--- src/rtl/coefficient_controller.sv ---
// Sequencing FSM for the regression coefficient datapath: clears the accumulators,
// pulls NSAMPLES (x, y) pairs, then loads the means and the coefficients, and pulses done.
module coefficient_controller #(
  parameter int unsigned NSAMPLES = 150,
  parameter int unsigned CNTW     = 8
) (
  input  logic clk,
  input  logic rst,
  input  logic start,
  input  logic data_valid,
  output logic ready,
  output logic busy,
  output logic data_req,
  output logic ld0xy,
  output logic ld0x2,
  output logic ld0x,
  output logic ld0y,
  output logic ldxy,
  output logic ldx2,
  output logic ldx,
  output logic ldy,
  output logic ldxbar,
  output logic ldybar,
  output logic ldB1,
  output logic ldB0,
  output logic ld1cnt,
  output logic inccnt,
  output logic done
);

  typedef enum logic [2:0] {
    IDLE, HOLD, CLEAR, SAMPLE, MEAN, COEF, DONE
  } state_t;

  localparam logic [CNTW-1:0] KLAST = CNTW'(NSAMPLES - 1);

  state_t          state_q, state_d;
  logic [CNTW-1:0] k_q, k_d;

  always_ff @(posedge clk or negedge rst) begin
    if (!rst) begin
      state_q <= IDLE;
      k_q     <= '0;
    end else begin
      state_q <= state_d;
      k_q     <= k_d;
    end
  end

  always_comb begin
    state_d  = state_q;
    k_d      = k_q;
    ready    = 1'b0;
    busy     = (state_q != IDLE);
    data_req = 1'b0;
    ld0xy    = 1'b0;
    ld0x2    = 1'b0;
    ld0x     = 1'b0;
    ld0y     = 1'b0;
    ldxy     = 1'b0;
    ldx2     = 1'b0;
    ldx      = 1'b0;
    ldy      = 1'b0;
    ldxbar   = 1'b0;
    ldybar   = 1'b0;
    ldB1     = 1'b0;
    ldB0     = 1'b0;
    ld1cnt   = 1'b0;
    inccnt   = 1'b0;
    done     = 1'b0;

    unique case (state_q)
      IDLE: begin
        ready = 1'b1;
        if (start) state_d = HOLD;
      end
      HOLD: begin
        if (!start) state_d = CLEAR;
      end
      CLEAR: begin
        ld0xy   = 1'b1;
        ld0x2   = 1'b1;
        ld0x    = 1'b1;
        ld0y    = 1'b1;
        ld1cnt  = 1'b1;
        k_d     = '0;
        state_d = SAMPLE;
      end
      SAMPLE: begin
        data_req = 1'b1;
        // Accumulate strobes follow data_valid in the same cycle (Mealy);
        // n was preset to 1 in CLEAR, so only non-final accepts bump it.
        if (data_valid) begin
          ldxy = 1'b1;
          ldx2 = 1'b1;
          ldx  = 1'b1;
          ldy  = 1'b1;
          if (k_q == KLAST) begin
            state_d = MEAN;
          end else begin
            inccnt = 1'b1;
            k_d    = k_q + CNTW'(1);
          end
        end
      end
      MEAN: begin
        ldxbar  = 1'b1;
        ldybar  = 1'b1;
        state_d = COEF;
      end
      COEF: begin
        ldB1    = 1'b1;
        ldB0    = 1'b1;
        state_d = DONE;
      end
      DONE: begin
        done    = 1'b1;
        state_d = IDLE;
      end
      default: state_d = IDLE;
    endcase
  end

endmodule
--- config.mk ---
export PLATFORM = sky130hd
export DESIGN_NAME = coefficient_controller
export DESIGN_NICKNAME = d
export VERILOG_FILES = /design/src/rtl/coefficient_controller.sv
export SDC_FILE = /design/constraint.sdc
export NUM_CORES = 1
export LEC_CHECK = 0
export ABC_AREA = 1
export BUFFER_PORTS_ARGS = -buffer_cell sky130_fd_sc_hd__buf_4
export CORE_AREA = 3 3 44 46
export DETAILED_ROUTE_END_ITERATION = 8
export DIE_AREA = 0 0 47 49
export GPL_ROUTABILITY_DRIVEN = 0
export PLACE_DENSITY = 0.76
export SETUP_SLACK_MARGIN = 0.15
export SYNTH_ARGS = -nofsm -noshare
export SYNTH_HDL_FRONTEND = slang
export SYNTH_SLANG_ARGS = --single-unit
--- constraint.sdc ---
create_clock -name clk -period 3.6 [get_ports clk]
set_clock_uncertainty 0.15 [all_clocks]
set_input_delay 0.36 -clock clk [delete_from_list [all_inputs] [get_ports clk]]
set_output_delay 0.36 -clock clk [all_outputs]
set_load 0.01 [all_outputs]
Word-level counts from Yosys, hierarchy flattened
Index checks and enable logic that the tools add are counted.
{"block": "word_totals", "ff_bits": 11, "wordCells": 39, "inputBits": 4}
{"block": "op_classes", "mux": 19, "reduce_logical": 5, "n_eq_ne": 12, "add_sub_neg": 1}
{"op": "3-bit one-hot mux with 6 select lines", "n": 1}
{"op": "8-bit 2-to-1 mux", "n": 2}
{"op": "8-bit one-hot mux with 2 select lines", "n": 1}
{"op": "3-bit 2-to-1 mux", "n": 4}
{"op": "1-bit 2-to-1 mux", "n": 11}
{"op": "2-bit != test, second input constant", "n": 5}
{"op": "3-bit equality test, second input constant", "n": 3}
{"op": "8-bit by 1-bit adder with 8-bit output, second input constant", "n": 1}
{"op": "8-bit equality test, second input constant", "n": 1}
{"op": "3-bit by 2-bit equality test with 1-bit output, second input constant", "n": 2}
{"op": "4-bit AND reduction", "n": 1}
{"op": "3-bit by 1-bit equality test with 1-bit output, second input constant", "n": 1}
{"op": "3-bit logical NOT", "n": 1}
{"op": "3-bit AND reduction", "n": 1}
{"op": "3-bit nonzero test", "n": 1}
{"op": "2-bit nonzero test", "n": 1}

Logic depth before layout (Yosys ltp)
Gate-level depths: netlist of run 1.
{"block": "depth", "word_depth": 4, "depth_mapped": 9, "mapped_depth_nobuf": 9}

Worst setup path after synthesis of run 1
No wires, ideal clock.
{"block": "synth_timing", "kind": "register to output", "startpoint": "register state_q[0]", "endpoint": "output ld0x2", "setup_slack_ps": 1988, "arrival_time_ps": 1102, "t_required_ps": 3090, "stages_incl_launch_ff": 6, "path_cell_list": "dfrtp_1 -> inv_1 -> nand3_1 -> buf_4 -> inv_1 -> buf_4"}
{"block": "synth_via", "elab_chain_cells": 2}
{"item": "start: declaration", "line_no": "37", "text": "state_t state_q, state_d;"}
{"item": "start signal: assignment", "line_no": "45", "text": "state_q <= state_d;"}
{"item": "3-bit by 2-bit equality test with 1-bit output"}
{"item": "1-bit 2-to-1 mux"}
{"item": "end: declaration", "line_no": "15", "text": "output logic ld0x2,"}
No other way between the ends.

Final worst setup path of run 1
{"block": "layout_timing", "startpoint": "register state_q[0]", "endpoint": "output ld0y"}
{"block": "layout_via", "elab_chain_cells": 2}
{"item": "3-bit by 2-bit equality test with 1-bit output", "line_no": "72", "text": "unique case (state_q)"}
{"item": "1-bit 2-to-1 mux", "line_no": "72"}
{"item": "end: declaration", "line_no": "17", "text": "output logic ld0y,"}
No other way between the ends.

==> flow_summary.rst, run 1 <==
.. list-table::
   :header-rows: 1

   * - Metric
     - Value
   * - Number of placed I/O pins
     - 22
   * - Iteration count of the initial detailed-routing pass
     - 4
   * - Final hold viol count
     - 0
   * - Register share of total power
     - 49.7%
   * - Crit Path Category
     - reg2out
   * - Number of flops mapped to enable cells by yosys
     - 0
   * - Status
     - complete, no violations
   * - Switching portion of total power
     - 36.86%
   * - Top library cells by usage in the layout, fill and taps aside
     - sky130_fd_sc_hd__nand2_1, sky130_fd_sc_hd__buf_4, sky130_fd_sc_hd__nor2_1, sky130_fd_sc_hd__nand3_1, sky130_fd_sc_hd__inv_1
   * - Total negative setup slack
     - 0 ns
   * - Main combinational cell family by area after synthesis
     - simple AND/OR/NAND/NOR gates
   * - Crit path max fanout
     - 11
   * - Starting density of the core
     - 55.11%
   * - Setup repair after global routing missed its margin
     - no
   * - Post-Layout Cell Count
     - 150
   * - Die outline height
     - 49 um
   * - Most frequent standard cell in the layout excluding fill and tap cells
     - sky130_fd_sc_hd__nand2_1
   * - Pin count of the biggest net entering global routing
     - 14
   * - Number of warning messages in the yosys log
     - 0
   * - Total half-perimeter wirelength after legalization and detailed placement
     - 1.300 mm
   * - Crit share post-route
     - 60.13%
   * - Part of the power in combinational logic
     - 27.2%
   * - Congestion Overflow GR
     - 0
   * - Max-capacitance violation count
     - 0
   * - Number of violations reported at the end of detailed-routing iteration 0
     - 16
   * - Total core area
     - 1541 um^2
   * - Setup repair bufs after CTS
     - 0
   * - Xor-xnor portion of the synthesized cell area
     - 2.062%
   * - Final core utilization
     - 63.47%
   * - Critical path data arrival time
     - 1.65 ns
   * - Wire length of the first global-routing pass
     - 2.877 mm
   * - Synth unique cells
     - 26
   * - Critical path endpoint category
     - primary output
   * - Inst Count DP
     - 145
   * - Number of buffers added on ports
     - 21
   * - Final routed wirelength across all metal layers
     - 1.679 mm
   * - CTS Sinks
     - 11
   * - Fraction of final layout cells sized beyond drive strength 1
     - 26.87%
   * - Final Max Tran Viols
     - 0
   * - Layout filler cell count
     - 136
   * - Via count of the first global-routing pass
     - 685
   * - Share of the yosys chip area belonging to registers
     - 32.40%
   * - Floorplan die width
     - 47 um
   * - Slew @ Worst Pin
     - 0.4781 ns
   * - Overall Global Routing Usage
     - 17.12%
   * - Simple logic cell fraction of the synthesized area
     - 39.32%
   * - Post-Synthesis Net Count
     - 125
   * - Worst endpoint required time
     - 3.09 ns
   * - Max transition margin
     - 68.04%
   * - Bufs on Longest Clock Path
     - 2
   * - Number of buffers inserted during clock tree synthesis
     - 3
   * - Cell types occupying the most area after synthesis
     - sky130_fd_sc_hd__dfrtp_1, sky130_fd_sc_hd__nand2_1, sky130_fd_sc_hd__buf_4
   * - Number of antenna violations at the first check in global routing
     - 0
   * - Cell type contributing the most total cell area after synthesis
     - sky130_fd_sc_hd__dfrtp_1
   * - Post-layout minimum cycle time
     - 2.165 ns
   * - Area of the die
     - 2303 um^2
   * - Total via count in the routed design
     - 773
   * - Pwr dens
     - 376.4 nW/um^2
   * - Placement row count
     - 14
   * - Complex-gate fraction of the synthesized area
     - 5.596%
   * - LEAKAGE
     - 0.5545 nW
   * - H-Tree Depth
     - 1
   * - Max VDD drop
     - 0.0003187 V
   * - Area Growth Syn to Fin
     - 15.17%
   * - Setup violations, final
     - 0
   * - Nature of the critical path startpoint
     - register
   * - Cell area after technology mapping
     - 849.6 um^2
   * - Yosys reg bits
     - 11
   * - Skew-Pair Late Insertion Delay
     - 0.28 ns
   * - Synthesized-area fraction occupied by adder cells
     - 2.946%
   * - Post-Syn Area per Cell
     - 7.139 um^2
   * - Clock power share
     - 23.1%
   * - Post-detailed-route DRC marker count
     - 0
   * - FFs w/ async S/R, synth
     - 100.0%
   * - Diode count
     - 0
   * - Antenna-violating nets left
     - 0
   * - Most frequently used flop master after synthesis
     - sky130_fd_sc_hd__dfrtp_1
   * - Tightest Hold Check Type
     - in2async
   * - Share of synthesized area spent on multiplexers
     - 0%
   * - Number of vias per cell after detailed routing
     - 5.153
   * - Area fraction of the dominant cell type after synthesis
     - 32.40%
   * - Clk slew on worst S/H paths
     - 0.07 ns
   * - Clock tree root driver cell
     - sky130_fd_sc_hd__clkbuf_4
   * - TritonCTS clock tree
     - built
   * - Final layout net count
     - 141
   * - Sw power
     - 135.7 uW
   * - Achievable frequency
     - 462.0 MHz
   * - Synthesized netlist cell count
     - 119
   * - Design internal power
     - 232.5 uW
   * - Detail-routed net length per standard cell
     - 11.19 um
worst paths after layout:
kind | start | to | slack [ns] | depth (start not counted)
worst max-delay path | state_q[0]$_DFFE_PN0P_ | ld0y | 1.44 | 4
worst min-delay path | rst | k_q[6]$_DFFE_PN0P_ | 0.30 | 2
worst max register to register | k_q[0]$_DFFE_PN0P_ | k_q[7]$_DFFE_PN0P_ | 1.91 | 8
worst min register to register | k_q[4]$_DFFE_PN0P_ | k_q[4]$_DFFE_PN0P_ | 0.43 | 2
max in group asynchronous | rst | k_q[7]$_DFFE_PN0P_ | 2.85 | 2
min in group clk | data_valid | state_q[0]$_DFFE_PN0P_ | 0.37 | 4
logic make-up after synthesis:
logic type / count (synthesis)
simple gates: 70
buf+inv: 27
flops: 11
compound gates: 7
xor+xnor: 2
fa+ha+maj: 2
synth_stat cells (2+ instances only):
| library cell | count |
|---|---|
| sky130_fd_sc_hd__o21ai_2 | 2 |
| sky130_fd_sc_hd__nor3_1 | 2 |
| sky130_fd_sc_hd__nand2_1 | 31 |
| sky130_fd_sc_hd__a21oi_1 | 2 |
| sky130_fd_sc_hd__dfrtp_1 | 11 |
| sky130_fd_sc_hd__inv_1 | 13 |
| sky130_fd_sc_hd__nand3_2 | 3 |
| sky130_fd_sc_hd__ha_1 | 2 |
| sky130_fd_sc_hd__buf_4 | 10 |
| sky130_fd_sc_hd__nand3_1 | 14 |
| sky130_fd_sc_hd__nor2_1 | 14 |
per-layer routing:
| layer | wire length [um] | vias to the layer above | GRT usage, % |
|---|---|---|---|
| met5 | 0 | - | 0 |
| met4 | 31 | 0 | 6.912 |
| met3 | 145 | 4 | 6.642 |
| met2 | 765 | 27 | 25.34 |
| met1 | 736 | 349 | 21.67 |
| li1 | - | 393 | - |
sequential cells by signal (all words and copies together), names as in the netlist:
| register | count |
|---|---|
| k_q | 8 |
| state_q | 3 |
worst max-delay path, cell delays in order, from the launching register on:
cell and delay (ns):
sky130_fd_sc_hd__dfrtp_1 0.46, sky130_fd_sc_hd__inv_1 0.14, sky130_fd_sc_hd__nand3_1 0.37, sky130_fd_sc_hd__inv_1 0.26, sky130_fd_sc_hd__buf_4 0.16
power groups by stage:
stage / combinational (mW) / clock, mW / sequential, mW
4_1_cts: 0.0999 / 0.0890 / 0.182
3_5_place_dp: 0.0972 / 0 / 0.185
5_1_grt: 0.119 / 0.0971 / 0.187
2_1_floorplan: 0.0796 / 0 / 0.177
6_report: 0.100 / 0.0852 / 0.183
3_3_place_gp: 0.0959 / 0 / 0.183
timing repair:
action,CTS,global route
hold buffers,1,0
gates resized for setup,0,0
endpoints found under the hold margin,11,0
layout make-up:
type	count	area [um^2]	share of cell area (%)
multi-input combinational	81	424.2	43.35
sequential	11	275.3	28.13
timing repair buffer	22	167.7	17.14
inverter	16	63.81	6.522
clock buffer	3	22.52	2.302
tap	16	20.02	2.046
clock inverter	1	5.005	0.5115
metrics by stage:
stage	worst slack [ns]	hold WS (ns)	cell area [um^2]	power (mW)
after floorplan	1.988	-0.08559	849.6	0.2567
after global routing	1.293	0.2992	978.4	0.4033
after CTS	1.415	0.2905	978.4	0.3714
final	1.435	0.2957	978.4	0.3682
after global placement	1.765	0.05075	940.9	0.2785
after detailed placement	1.728	0.04997	940.9	0.2823
Note: power is estimated with default switching activity, not from simulation.
==> run 2: changes to the inputs <==
--- a/config.mk
+++ b/config.mk
@@ -7,11 +7,11 @@
 export LEC_CHECK = 0
 export ABC_AREA = 1
 export BUFFER_PORTS_ARGS = -buffer_cell sky130_fd_sc_hd__buf_4
-export CORE_AREA = 3 3 44 46
+export CORE_AREA = 3 3 45 47
 export DETAILED_ROUTE_END_ITERATION = 8
-export DIE_AREA = 0 0 47 49
+export DIE_AREA = 0 0 48 50
 export GPL_ROUTABILITY_DRIVEN = 0
-export PLACE_DENSITY = 0.76
+export PLACE_DENSITY = 0.73
 export SETUP_SLACK_MARGIN = 0.15
 export SYNTH_ARGS = -nofsm -noshare
 export SYNTH_HDL_FRONTEND = slang
==> constraint.sdc (replaced) <==
create_clock -name clk -period 2.21 [get_ports clk]
set_clock_uncertainty 0.15 [all_clocks]
set_input_delay 0.221 -clock clk [delete_from_list [all_inputs] [get_ports clk]]
set_output_delay 0.221 -clock clk [all_outputs]
set_load 0.01 [all_outputs]
==> flow_summary.rst, run 2 (synthesized netlist as in run 1, its figures left out) <==
.. list-table::
   :header-rows: 1

   * - Metric
     - Value
   * - Starting density of the core
     - 50.30% (was 55.11%)
   * - Critical path data arrival time
     - 1.50 ns (was 1.65 ns)
   * - Final routed wirelength across all metal layers
     - 1.727 mm (was 1.679 mm)
   * - Worst path slowest cell
     - sky130_fd_sc_hd__dfrtp_1 (unchanged)
   * - Tightest Hold Check Type
     - in2async (unchanged)
   * - Worst r2r src
     - k_q[0]$_DFFE_PN0P_ (unchanged)
   * - Register bank with the most flops
     - k_q (unchanged)
   * - Final worst-path setup slack
     - 0.3426 ns (was 1.435 ns)
   * - Max-capacitance violation count
     - 0 (unchanged)
   * - Critical path endpoint category
     - primary output (unchanged)
   * - Diode count
     - 0 (unchanged)
   * - Via count of the first global-routing pass
     - 639 (was 685)
   * - Achievable frequency
     - 535.5 MHz
   * - Post-Layout Cell Count
     - 156 (was 150)
   * - Cells along the critical path
     - ha_1 -> inv_1 -> nor2_1 -> nand3_1 -> nand2_4 -> inv_1 -> buf_4 (was inv_1 -> nand3_1 -> inv_1 -> buf_4)
   * - Stage delay of the slowest cell on the critical path
     - 0.47 ns (was 0.46 ns)
   * - TritonCTS clock tree
     - built (unchanged)
   * - Most frequent standard cell in the layout excluding fill and tap cells
     - sky130_fd_sc_hd__nand2_1 (unchanged)
   * - Setup repair after global routing missed its margin
     - no (unchanged)
   * - Placed instance area
     - 949.7 um^2 (was 940.9 um^2)
   * - Power Total
     - 603.8 uW (was 368.2 uW)
   * - Worst reg2reg path endpoint
     - k_q[7]$_DFFE_PN0P_ (unchanged)
   * - Slew @ Worst Pin
     - 0.2371 ns (was 0.4781 ns)
   * - Post-detailed-route DRC marker count
     - 0 (unchanged)
   * - Final layout net count
     - 146 (was 141)
   * - Die outline height
     - 50 um (was 49 um)
   * - H-Tree Depth
     - 1 (unchanged)
   * - Final hold viol count
     - 0 (unchanged)
   * - Status
     - complete, no violations (unchanged)
   * - Congestion Overflow GR
     - 0 (unchanged)
   * - Setup violations, final
     - 0 (unchanged)
   * - Inst Count DP
     - 147 (was 145)
   * - Layout Cell Area excl Fill
     - 1017 um^2 (was 978.4 um^2)
   * - Cts repair resizes
     - 0 (unchanged)
   * - Detail-routed net length per standard cell
     - 11.07 um (was 11.19 um)
   * - Max VDD drop
     - 0.0005151 V (was 0.0003187 V)
   * - Wire length of the first global-routing pass
     - 2.787 mm (was 2.877 mm)
   * - Overall Global Routing Usage
     - 15.73% (was 17.12%)
   * - Layout filler cell count
     - 145 (was 136)
   * - Total negative setup slack
     - 0 ns (unchanged)
   * - Crit share post-route
     - 84.50%
   * - Setup slack after placement
     - 0.5484 ns (was 1.728 ns)
   * - Flip-flop count of the largest register after layout
     - 8 (unchanged)
   * - CTS Sinks
     - 11 (unchanged)
   * - Antenna-violating nets left
     - 0 (unchanged)
   * - Number of violations reported at the end of detailed-routing iteration 0
     - 8 (was 16)
   * - Start point of the critical path
     - k_q[0]$_DFFE_PN0P_ (was state_q[0]$_DFFE_PN0P_)
   * - Leading registers by flop count
     - k_q: 8 flops, state_q: 3 flops (unchanged)
   * - Fraction of final layout cells sized beyond drive strength 1
     - 29.50% (was 26.87%)
   * - Endpoint of the worst setup timing path
     - inccnt (was ld0y)
   * - Total core area
     - 1689 um^2 (was 1541 um^2)
   * - Skew-Pair Late Insertion Delay
     - 0.27 ns (was 0.28 ns)
   * - Final core utilization
     - 60.22% (was 63.47%)
   * - Crit Path Category
     - reg2out (unchanged)
   * - Area Growth Syn to Fin
     - 19.74% (was 15.17%)
   * - Number of cells on the worst reg-to-reg path
     - 9 (was 8)
   * - Pin count of the biggest net entering global routing
     - 14 (unchanged)
   * - Number of buffers inserted during clock tree synthesis
     - 3 (unchanged)
   * - Number of placed I/O pins
     - 22 (unchanged)
   * - Crit path max fanout
     - 7 (was 11)
   * - Iteration count of the initial detailed-routing pass
     - 4 (unchanged)
   * - Worst hold slack
     - 0.1665 ns (was 0.2957 ns)
   * - Placement row count
     - 15 (was 14)
   * - Pwr dens
     - 593.6 nW/um^2 (was 376.4 nW/um^2)
   * - Top library cells by usage in the layout, fill and taps aside
     - sky130_fd_sc_hd__nand2_1, sky130_fd_sc_hd__buf_4, sky130_fd_sc_hd__nor2_1, sky130_fd_sc_hd__nand3_1, sky130_fd_sc_hd__inv_1 (unchanged)
   * - Post-layout minimum cycle time
     - 1.867 ns
   * - Clk slew on worst S/H paths
     - 0.08 ns (was 0.07 ns)
   * - Max transition margin
     - 84.19% (was 68.04%)
   * - Final Max Tran Viols
     - 0 (unchanged)
   * - Number of buffers added on ports
     - 21 (unchanged)
   * - Clock tree root driver cell
     - sky130_fd_sc_hd__clkbuf_4 (unchanged)
   * - Total via count in the routed design
     - 762 (was 773)
   * - Number of antenna violations at the first check in global routing
     - 0 (unchanged)
   * - LEAKAGE
     - 0.5777 nW (was 0.5545 nW)
   * - Floorplan die width
     - 48 um (was 47 um)
   * - Number of vias per cell after detailed routing
     - 4.885 (was 5.153)
   * - Total half-perimeter wirelength after legalization and detailed placement
     - 1.350 mm (was 1.300 mm)
   * - Area of the die
     - 2400 um^2 (was 2303 um^2)
   * - Cell occurring most often along the worst timing path
     - sky130_fd_sc_hd__inv_1 (unchanged)
   * - FF-to-FF setup slack
     - 0.56 ns (was 1.91 ns)
   * - Bufs on Longest Clock Path
     - 2 (unchanged)
   * - Nature of the critical path startpoint
     - register (unchanged)
   * - Worst endpoint required time
     - 1.84 ns (was 3.09 ns)
==> run 2: changes by cell type in the layout (fill, tap and decap cells not counted) <==
cell | previous run | this run
sky130_fd_sc_hd__buf_4 | 21 | 26
==> run 2: per-layer routing <==
metal  up-vias  global-route usage (%)  share of wire, %  wire length (um)
met5         -                       0                 0                 0
met4         0                   2.691              0.69                12
met3         2                   4.380               4.1                71
met2        16                   23.79                50               864
met1       342                   22.30                45               779
li1        402                       -                 -                 -
==> run 2: worst min path at each step <==
stage / from / endpoint / slack, ns / cells after the start
2_1_floorplan: rst / k_q[0]$_DFFE_PN0P_ / -0.22 / 0
3_3_place_gp: rst / k_q[0]$_DFFE_PN0P_ / -0.09 / 1
3_5_place_dp: rst / k_q[3]$_DFFE_PN0P_ / -0.09 / 1
4_1_cts: rst / k_q[0]$_DFFE_PN0P_ / 0.16 / 2
5_1_grt: rst / k_q[0]$_DFFE_PN0P_ / 0.17 / 2
6_report: rst / k_q[0]$_DFFE_PN0P_ / 0.17 / 2
==> run 2: final cells by class <==
cell class,instances,area [um^2],area share [%]
Clock buffer,3,22.52,2.214
Timing Repair Buffer,27,205.2,20.17
Sequential cell,11,275.3,27.06
Tap cell,17,21.27,2.091
Clock inverter,1,5.005,0.4920
Multi-Input combinational cell,81,424.2,41.70
Inverter,16,63.81,6.273
==> run 2: report_power, final <==
group / internal, mW / switching [mW] / total (mW)
combinational: 0.0771 / 0.0895 / 0.167
sequential: 0.239 / 0.0576 / 0.297
clock: 0.0669 / 0.0732 / 0.140
==> run 2: worst max-delay path: cells and delay by family (launching register included) <==
| family | cells | cell delay [ns] |
|---|---|---|
| adders and majority gates | 1 | 0.18 |
| and+or+nand+nor | 3 | 0.35 |
| buffers and inverters | 3 | 0.24 |
| DFF | 1 | 0.47 |
==> run 2: repair_timing <==
| action | CTS | global route |
|---|---|---|
| endpoints found under the setup margin | 0 | 1 |
| setup buffers | 0 | 4 |
| hold buffers | 1 | 0 |
| hold endpoints to repair | 11 | 0 |
